$ cat src/rtl/instr_fetch.sv
// Instruction fetch stage: owns the fetch PC, issues valid/ack memory requests
// and buffers fetched words with their PCs and fault flags in a prefetch FIFO.
module instr_fetch #(
  parameter logic [31:0] RESET_PC = 32'h0000_0000,
  parameter int unsigned DEPTH    = 2
) (
  input  logic        clk,
  input  logic        rst,
  input  logic        pc_inc,
  input  logic        pc_load,
  input  logic [31:0] pc_target,
  output logic        imem_req,
  output logic [31:0] imem_addr,
  input  logic        imem_ack,
  input  logic [31:0] imem_rdata,
  input  logic        imem_fault,
  output logic [31:0] instruction,
  output logic        wait_instr,
  output logic        instr_segv,
  output logic [31:0] pc
);

  localparam int unsigned AW = (DEPTH > 1) ? $clog2(DEPTH) : 1;
  localparam int unsigned CW = AW + 1;

  typedef struct packed {
    logic [31:0] word;
    logic        fault;
    logic [31:0] pc;
  } entry_t;

  entry_t          mem [DEPTH];
  logic [AW-1:0]   wr_ptr;
  logic [AW-1:0]   rd_ptr;
  logic [CW-1:0]   count;
  logic [31:0]     fetch_pc;
  logic            halted;
  logic            empty;
  logic            push;
  logic            pop;
  entry_t          head;

  assign empty     = (count == '0);
  assign imem_req  = !rst && !halted && (count < CW'(DEPTH));
  assign imem_addr = fetch_pc;
  assign push      = imem_req && imem_ack && !pc_load;
  assign pop       = pc_inc && !empty && !pc_load;

  // Redirect flushes everything; a misaligned target becomes a single faulted entry.
  always_ff @(posedge clk) begin
    if (rst) begin
      fetch_pc <= RESET_PC;
      halted   <= 1'b0;
      count    <= '0;
      wr_ptr   <= '0;
      rd_ptr   <= '0;
    end else if (pc_load) begin
      fetch_pc <= pc_target;
      rd_ptr   <= '0;
      if (pc_target[1:0] != 2'b00) begin
        mem[0]  <= '{word: 32'h0, fault: 1'b1, pc: pc_target};
        wr_ptr  <= AW'(1);
        count   <= CW'(1);
        halted  <= 1'b1;
      end else begin
        wr_ptr  <= '0;
        count   <= '0;
        halted  <= 1'b0;
      end
    end else begin
      if (push) begin
        wr_ptr <= wr_ptr + AW'(1);
        if (imem_fault) begin
          mem[wr_ptr] <= '{word: 32'h0, fault: 1'b1, pc: fetch_pc};
          halted      <= 1'b1;
        end else begin
          mem[wr_ptr] <= '{word: imem_rdata, fault: 1'b0, pc: fetch_pc};
          fetch_pc    <= fetch_pc + 32'd4;
        end
      end
      if (pop) rd_ptr <= rd_ptr + AW'(1);
      case ({push, pop})
        2'b10:   count <= count + CW'(1);
        2'b01:   count <= count - CW'(1);
        default: count <= count;
      endcase
    end
  end

  assign head        = mem[rd_ptr];
  assign wait_instr  = empty;
  assign instruction = empty ? 32'h0 : head.word;
  assign instr_segv  = !empty && head.fault;
  assign pc          = empty ? fetch_pc : head.pc;

endmodule

$ cat config.mk
export PLATFORM = sky130hd
export DESIGN_NAME = instr_fetch
export DESIGN_NICKNAME = d
export VERILOG_FILES = /design/src/rtl/instr_fetch.sv
export SDC_FILE = /design/constraint.sdc
export NUM_CORES = 1
export LEC_CHECK = 0
export ABC_AREA = 0
export CORE_UTILIZATION = 40
export CTS_BUF_LIST = sky130_fd_sc_hd__clkbuf_8
export CTS_CLUSTER_DIAMETER = 30
export DETAILED_ROUTE_END_ITERATION = 8
export GPL_TIMING_DRIVEN = 0
export PLACE_DENSITY = 0.65
export SLEW_MARGIN = 20
export SYNTH_ARGS = -nofsm -noshare
export SYNTH_HDL_FRONTEND = slang
export SYNTH_SLANG_ARGS = --single-unit
$ cat constraint.sdc
create_clock -name clk -period 7.45 [get_ports clk]
set_clock_uncertainty 0.15 [all_clocks]
set_input_delay 1.49 -clock clk [delete_from_list [all_inputs] [get_ports clk]]
set_output_delay 1.49 -clock clk [all_outputs]
set_load 0.05 [all_outputs]
=== Word-level counts from Yosys, hierarchy flattened ===
Memories as Yosys holds them, arrays and structs flattened. A register that Yosys moved wholly into a read port is not among the register bits.
Index checks and enable logic that the tools add are counted.

* Word-level logic and storage cells: 69
* Memories: 1
* RAM bits: 130
* Output and inout bits: 99
* Input bits: 70
* Register bits after elaboration: 37

* Add/subtract/negate cells: 5
* Reductions and logical operators: 20
* Bitwise gates (word level): 1
* Order comparisons: 1
* Eq/ne operators: 3
* Mux-type cells: 33

{| class="wikitable"
|+ Memory list
! name !! words !! width !! rd ports !! clocked after memory_dff !! write ports !! line !! source
|-
| mem || 2 || 65 || 1 || 1 || 1 || 32 || <nowiki>entry_t mem [DEPTH];</nowiki>
|}

{| class="wikitable"
|+ Operator list
! cell !! number
|-
| two-way mux 32 bit || 5
|-
| two-way mux 65 bit || 2
|-
| OR reduction 65 bit || 1
|-
| adder 32 x 3 -> 32 bit (second input constant) || 1
|-
| two-way mux 1 bit || 24
|-
| logical AND 1 bit || 7
|-
| nonzero test 2 bit || 3
|-
| zero test 1 bit || 4
|-
| case mux 2 bit (2 select lines) || 1
|-
| AND reduction 2 bit || 2
|-
| nonzero test 3 bit || 1
|-
| adder 1 bit (second input constant) || 2
|-
| adder 2 x 1 -> 2 bit (second input constant) || 1
|-
| == test 2 x 1 -> 1 bit (second input constant) || 1
|-
| == test 2 bit (second input constant) || 1
|-
| zero test 2 bit || 1
|-
| less-than comparator 2 bit (second input constant) || 1
|-
| two-way mux 2 bit || 1
|-
| inequality test 2 bit (second input constant) || 1
|-
| OR reduction 2 bit || 1
|-
| subtractor 2 x 1 -> 2 bit (second input constant) || 1
|-
| bitwise OR 1 bit || 1
|}

=== Logic depth before layout (Yosys ltp) ===
Gate-level depths: netlist of the first run.

* Word-level depth: 12
* Mapped depth: 7
* Depth with buffers taken out: 6

=== Least setup slack after synthesis of the first run ===
OpenSTA, ideal clock, no wires.

* Kind: input-to-reg
* From: input port rst
* To: memory mem[0][0] (netlist name), enable pin
* Cell stages on the path: 4
* Path buffers: 0
* Data required time: 6.791 ns
* Path slack: 0.186 ns
* Library setup time: 0.509 ns
* Arrival: 6.605 ns
* Cells stage by stage: nor3_1 > nand2_1 > or3_1 > a21oi_1

* Word-level cells in the longest chain between the ends: 12
* Elaborated cells between the ends (all ways): 19
* Those cells by class: 12 x mux; 1 x bitwise; 6 x reduce/logical

{| class="wikitable"
|+ RTL lines
! item !! line !! source
|-
| start, declared || 8 || <nowiki>input logic rst,</nowiki>
|-
| zero test 1 bit || 44 || <nowiki>assign imem_req = !rst && !halted && (count < CW'(DEPTH));</nowiki>
|-
| logical AND 1 bit (2 in a row) || 44 ||
|-
| logical AND 1 bit (2 in a row) || 46 || <nowiki>assign push = imem_req && imem_ack && !pc_load;</nowiki>
|-
| two-way mux 1 bit || 71 || <nowiki>if (push) begin</nowiki>
|-
| two-way mux 1 bit || 57 || <nowiki>end else if (pc_load) begin</nowiki>
|-
| two-way mux 1 bit || 51 || <nowiki>if (rst) begin</nowiki>
|-
| two-way mux 1 bit, on equally long branches || 74, 77 ||
|-
| bitwise OR 1 bit (no line) || - ||
|-
| OR reduction 65 bit (no line) || - ||
|-
| two-way mux 1 bit (no line) || - ||
|-
| end, declared || 32 ||
|}

Several ways; a longest one is shown, not always the timed one.

=== Worst setup path after layout of the first run ===
* From: input port rst
* To: output port imem_req

* Word-level cells in the longest chain between the ends: 3

{| class="wikitable"
|+ RTL lines
! item !! line !! source
|-
| zero test 1 bit || 44 ||
|-
| logical AND 1 bit (2 in a row) || 44 ||
|-
| end, declared || 12 || <nowiki>output logic imem_req,</nowiki>
|}

Every way passes these cells.

==> results.json, run 1 <==
{
  "status": "complete, no violations",
  "grt_max_degree": 45,
  "rsz0062_at_grt": "false",
  "p_int_mw": 1.51,
  "fin_area_mm2": 0.0102,
  "cts_inserted_buffers": 17,
  "wl_met2_mm": 9.56,
  "rows": 50,
  "cts_sinks": 168,
  "port_buffers": 167,
  "grt_pass1_wl_mm": 30.5,
  "seq_area_frac_synth_pct": 60.5,
  "place.gp.congestion": 0.806,
  "syn_nets": 738,
  "synth.most_common_cell": "edfxtp_1",
  "initial_core_util_pct": 41.0,
  "antenna_found_initial": 0,
  "antenna_cells": 0,
  "worst_pin_slew_ns": 0.881,
  "cp-start-kind": "primary input",
  "io_pins": 169,
  "crit_fanout": 4,
  "power_frac_comb_pct": 19.6,
  "crit_arrival_ns": 3.42,
  "p_leak_nw": 3.48,
  "wl_mm": 19.5,
  "p_clk_share_pct": 30.2,
  "place_hpwl_mm": 14.1,
  "post_drt_via_cell_ratio": 5.03,
  "vias": 5691,
  "p_switching_mw": 0.621,
  "yosysTopAreaCellShare_pct": 50.6,
  "drt-wirelength-per-cell_um": 17.3,
  "clk_latency_ns": 0.45,
  "ir_drop_mv": 0.103,
  "cts_hold_buf": 0,
  "syn_to_final_growth_pct": 32.8,
  "max-slew-margin-rel_pct": 40.7,
  "setup_tns_ns": 0,
  "postRouteAntennaNets": 0,
  "grt_pass1_vias": 5738,
  "critical_path_class": "in -> out",
  "drcViolationCount": 0,
  "chipWidth_um": 141,
  "clkTransAtPathRegs_ns": 0.09,
  "top_layer_used": "met4",
  "period_share_pct": 67.9,
  "syn_area_mm2": 0.00771,
  "ys_types": 42,
  "synth_ff_type": "edfxtp_1",
  "ys_top_cells_by_area": "edfxtp_1, dfxtp_1, mux2i_1, o21ai_0, nand2_1",
  "synth-edff-count": 130,
  "dpl-instance-area_mm2": 0.00985,
  "drt-met1-wl_mm": 9.01,
  "synth_commonest_cells": "edfxtp_1, nand2_1, mux2i_1",
  "hold_path.class": "reg -> reg",
  "postCtsSetupBuffers": 0,
  "cts_tree": "yes",
  "syn_area_per_cell_um2": 11.6,
  "finalSetupViolCount": 0,
  "dr.pass1.iters": 4,
  "slew_violations": 0,
  "ys_seq_elements": 168,
  "fmax_mhz": 198,
  "dr.first_iter.drc_count": 249,
  "fin_crit_ns": 5.06,
  "synth_cells": 667,
  "yosysTopAreaCell": "edfxtp_1",
  "finalHoldViolCount": 0,
  "grt-ovfl-total": 0,
  "fin_cells": 1131,
  "layout.nets": 929,
  "power_density_mw_per_mm2": 208,
  "synth_warnings": 0,
  "drive_above_1_share_pct": 6.66,
  "cts_resized": 0,
  "grt_usage_pct": 20.2,
  "dieHeight_um": 141,
  "p_sw_share_pct": 29.1,
  "place_inst": 1099,
  "wl_met3_um": 654,
  "total_power_mw": 2.13,
  "maxCapViolCount": 0,
  "worst_setup_path_end_kind": "output port",
  "cp_data_required_time_ns": 5.81,
  "async_reset_ff_share_pct": 0,
  "seq_power_share_pct": 50.3,
  "core_mm2": 0.0188,
  "fp.dieArea_mm2": 0.0198,
  "cts.path.max_buffers": 2,
  "root_buffer": "clkbuf_8",
  "h-tree-depth": 4
}
[state kept, by name (all words and copies together) (netlist names), named ones only]
signal     cells
mem          130
halted         1
count          2
imem_addr     32
rd_ptr         1
wr_ptr         1
[worst paths after layout]
path	slack [ns]	from	cells after the start	endpoint
max reg2reg	4.17	count[1]	8	mem[0][56]
min	0.38	rd_ptr	2	rd_ptr
min reg2reg	0.38	rd_ptr	2	rd_ptr
max	2.39	rst	3	imem_req
[cell type report]
cell class	count	area (um2)
fill	1629	8590
sequential	168	4660
multi-input combinational	435	2810
timing repair buffer	172	1800
tap	260	325
clock buffer	19	262
buffer	43	173
clock inverter	13	133
inverter	21	78.8
[power groups by stage]
stage	logic [mW]	clock network, mW	registers, mW
finish	0.418	0.643	1.07
global route	0.442	0.693	1.08
CTS	0.421	0.659	1.07
detailed placement	0.420	0	1.09
global placement	0.406	0	1.10
floorplan	0.215	0	1.13
[per-layer routing]
layer | vias up | track usage, %
met5 | - | 0
met4 | 0 | 7.15
met3 | 22 | 3.29
met2 | 132 | 33.5
met1 | 2782 | 26.7
li1 | 2755 | -
[cell usage in the layout (no fill, tap or decap), types with 4 or more instances in the layout]
master           netlist  final
clkdlybuf4s50_1        0    167
edfxtp_1             130    130
nand2_1               73     73
mux2i_1               70     70
o21ai_0               58     58
nor2_1                53     53
dfxtp_1               38     38
clkbuf_1              33     33
and2_1                34     33
a21oi_1               26     25
inv_1                 21     24
o21a_1                20     20
clkbuf_8               0     19
xnor2_1               17     17
xor2_1                14     14
mux2_2                12     12
nand4_1               12     12
nand3_1               10     10
buf_1                  6      6
nor3b_1                4      4
clkinvlp_4             0      4
buf_16                 0      4
[kinds of logic (layout without fill, tap and decap cells)]
kind of cell / count (synthesis) / count (layout) / synth area share (%)
AO/OA/AOI/OAI: 112 / 112 / 8.15
XOR/XNOR: 31 / 31 / 3.52
adder cells (fa/ha/maj): 1 / 1 / 0.162
buffers and inverters: 64 / 268 / 3.26
flip-flops: 168 / 168 / 60.5
multiplexers: 82 / 82 / 10.8
AND/OR/NAND/NOR: 209 / 209 / 13.6
[metrics by stage]
step	setup slack [ns]	hold slack, ns	util [%]
after floorplan	0.186	0.322	-
after global placement	-1.60	0.340	51.6
after global routing	2.27	0.437	54.4
after detailed placement	2.43	0.355	52.3
after CTS	2.36	0.383	54.4
final	2.39	0.378	54.4
[worst max-delay path, cell delays in order]
cell	delay [ns]
clkdlybuf4s50_1	0.52
nor3_1	0.49
clkdlybuf4s50_1	0.92
Power figures use the tool's default switching activity.
==> run 2: changes to the inputs <==
==> constraint.sdc (replaced) <==
create_clock -name clk -period 5.16 [get_ports clk]
set_clock_uncertainty 0.15 [all_clocks]
set_input_delay 1.032 -clock clk [delete_from_list [all_inputs] [get_ports clk]]
set_output_delay 1.032 -clock clk [all_outputs]
set_load 0.05 [all_outputs]
==> run 2 against run 1 <==
  * Cell count about the same
  * Worst setup slack got worse by 1.9 ns
  * Via count decreased by 0.19%
  * Clock power increased by 76%
  * Sequential power increased by 45%
  * Utilization increased by 0.39 points
  * Hold slack got worse by 0.0080 ns
  * Non-clock buffer count decreased by 1
  * Sequential cell count unchanged
  * Die area unchanged
==> results.json, run 2 (synthesis gave the netlist of run 1 again) <==
{
  "status": "complete, no violations",
  "drcViolationCount": 0,
  "cts_sinks": 168,
  "io_pins": 169,
  "vias": 5680,
  "drive_above_1_share_pct": 6.67,
  "seqCellArea_mm2": 0.00466,
  "finalHoldViolCount": 0,
  "core_mm2": 0.0188,
  "dieHeight_um": 141,
  "cts_inserted_buffers": 17,
  "finalSetupViolCount": 0,
  "fmax_mhz": 212,
  "period_share_pct": 91.3,
  "clkTransAtPathRegs_ns": 0.09,
  "h-tree-depth": 4,
  "port_buffers": 167,
  "cp-start-kind": "flop",
  "top_register": "mem",
  "grt-ovfl-total": 0,
  "postCtsSetupBuffers": 0,
  "hold_path.class": "reg -> reg",
  "antenna_cells": 0,
  "pre_cts_ws_ns": 0.806,
  "maxCapViolCount": 0,
  "root_buffer": "clkbuf_8",
  "wl_mm": 19.8,
  "antenna_found_initial": 0,
  "crit_fanout": 10,
  "hold_path_depth": 2,
  "postRouteAntennaNets": 0,
  "place.gp.congestion": 0.776,
  "cts_resized": 0,
  "cp_data_required_time_ns": 3.98,
  "grt_max_degree": 52,
  "multiInputGateArea_mm2": 0.00281,
  "setup_tns_ns": 0,
  "dr.pass1.iters": 4,
  "slew_violations": 0,
  "rsz0062_at_grt": "false",
  "worst_setup_path_end_kind": "output port",
  "final_cell_mix": "clkdlybuf4s50_1, edfxtp_1, nand2_1",
  "critical_path_class": "reg -> out",
  "clk_latency_ns": 0.47,
  "num-fill-cells": 1668,
  "grt_pass1_wl_mm": 30.8,
  "largest_register_ffs": 130,
  "fp.dieArea_mm2": 0.0198,
  "post_drt_via_cell_ratio": 5.03,
  "rows": 50,
  "cts.path.max_buffers": 2,
  "worst_pin_slew_ns": 0.968,
  "initial_core_util_pct": 41.0,
  "syn_to_final_growth_pct": 33.7,
  "ir_drop_mv": 0.186,
  "max-slew-margin-rel_pct": 34.9,
  "grt_usage_pct": 20.6,
  "crit_arrival_ns": 3.53,
  "cts_tree": "yes",
  "dr.first_iter.drc_count": 296,
  "layout.nets": 928,
  "cts_hold_buf": 0,
  "chipWidth_um": 141,
  "r2r_cells": 7,
  "grt_pass1_vias": 5796,
  "finalWorstSetupSlack_ns": 0.451,
  "place_hpwl_mm": 14.2,
  "final_common_cell": "clkdlybuf4s50_1",
  "drt-wirelength-per-cell_um": 17.5,
  "fin_crit_ns": 4.71,
  "p_leak_nw": 3.51,
  "power_density_mw_per_mm2": 318
}
==> run 2: changes by cell type in the layout (fill, tap and decap cells not counted), moves of 2 or more <==
cell        before  now
inv_1           24   21
clkinvlp_4       4    2
clkinv_1         0    2
clkbuf_8        19   17
bufinv_16        2    6
inv_8            0    2
==> run 2: final cells by class <==
class / count / area share [%]
sequential: 168 / 45.2
timing repair buffer: 171 / 17.3
multi-input combinational: 435 / 27.2
tap: 260 / 3.15
clock buffer: 17 / 2.27
clock inverter: 15 / 2.40
inverter: 21 / 0.764
buffer: 43 / 1.67
==> run 2: final timing paths <==
kind | start | endpoint | slack [ns]
worst max-delay path | flop | pc[25] | 0.45
worst min-delay path | rd_ptr | rd_ptr | 0.37
worst max register to register | count[1] | mem[0][32] | 2.01
worst min register to register | rd_ptr | rd_ptr | 0.37
==> run 2: critical path, cell delays in order (launching register included) <==
cell and delay (ns):
dfxtp_1 0.35, clkbuf_1 0.67, buf_1 0.69, mux2i_1 0.16, o21ai_0 0.31, clkdlybuf4s50_1 0.87
==> run 2: power by group <==
part           total [mW]  internal [mW]  switching [mW]
combinational       0.603          0.220           0.382
sequential           1.55           1.51          0.0395
clock                1.13          0.628           0.500
total                3.28           2.36           0.922
==> run 2: per-stage QoR <==
| stage | total power, mW | cell area [um2] | hold WS, ns | std cells | util, % |
|---|---|---|---|---|---|
| 4_1_cts | 3.30 | 10300 | 0.373 | 1130 | 54.8 |
| 2_1_floorplan | 1.94 | 7720 | 0.322 | 667 | - |
| 6_report | 3.28 | 10300 | 0.370 | 1130 | 54.8 |
| 5_1_grt | 3.39 | 10300 | 0.391 | 1130 | 54.8 |
| 3_3_place_gp | 2.17 | 9720 | 0.338 | 1094 | 51.6 |
| 3_5_place_dp | 2.18 | 9830 | 0.352 | 1098 | 52.2 |
==> run 2: per-layer routing <==
metal  part of all wire, %  vias up  global-route usage, %
li1                      -     2745                      -
met1                    45     2774                   26.5
met2                    49      147                   34.6
met3                   4.4       14                   4.25
met4                   1.4        0                   6.69
met5                     0        -                      0
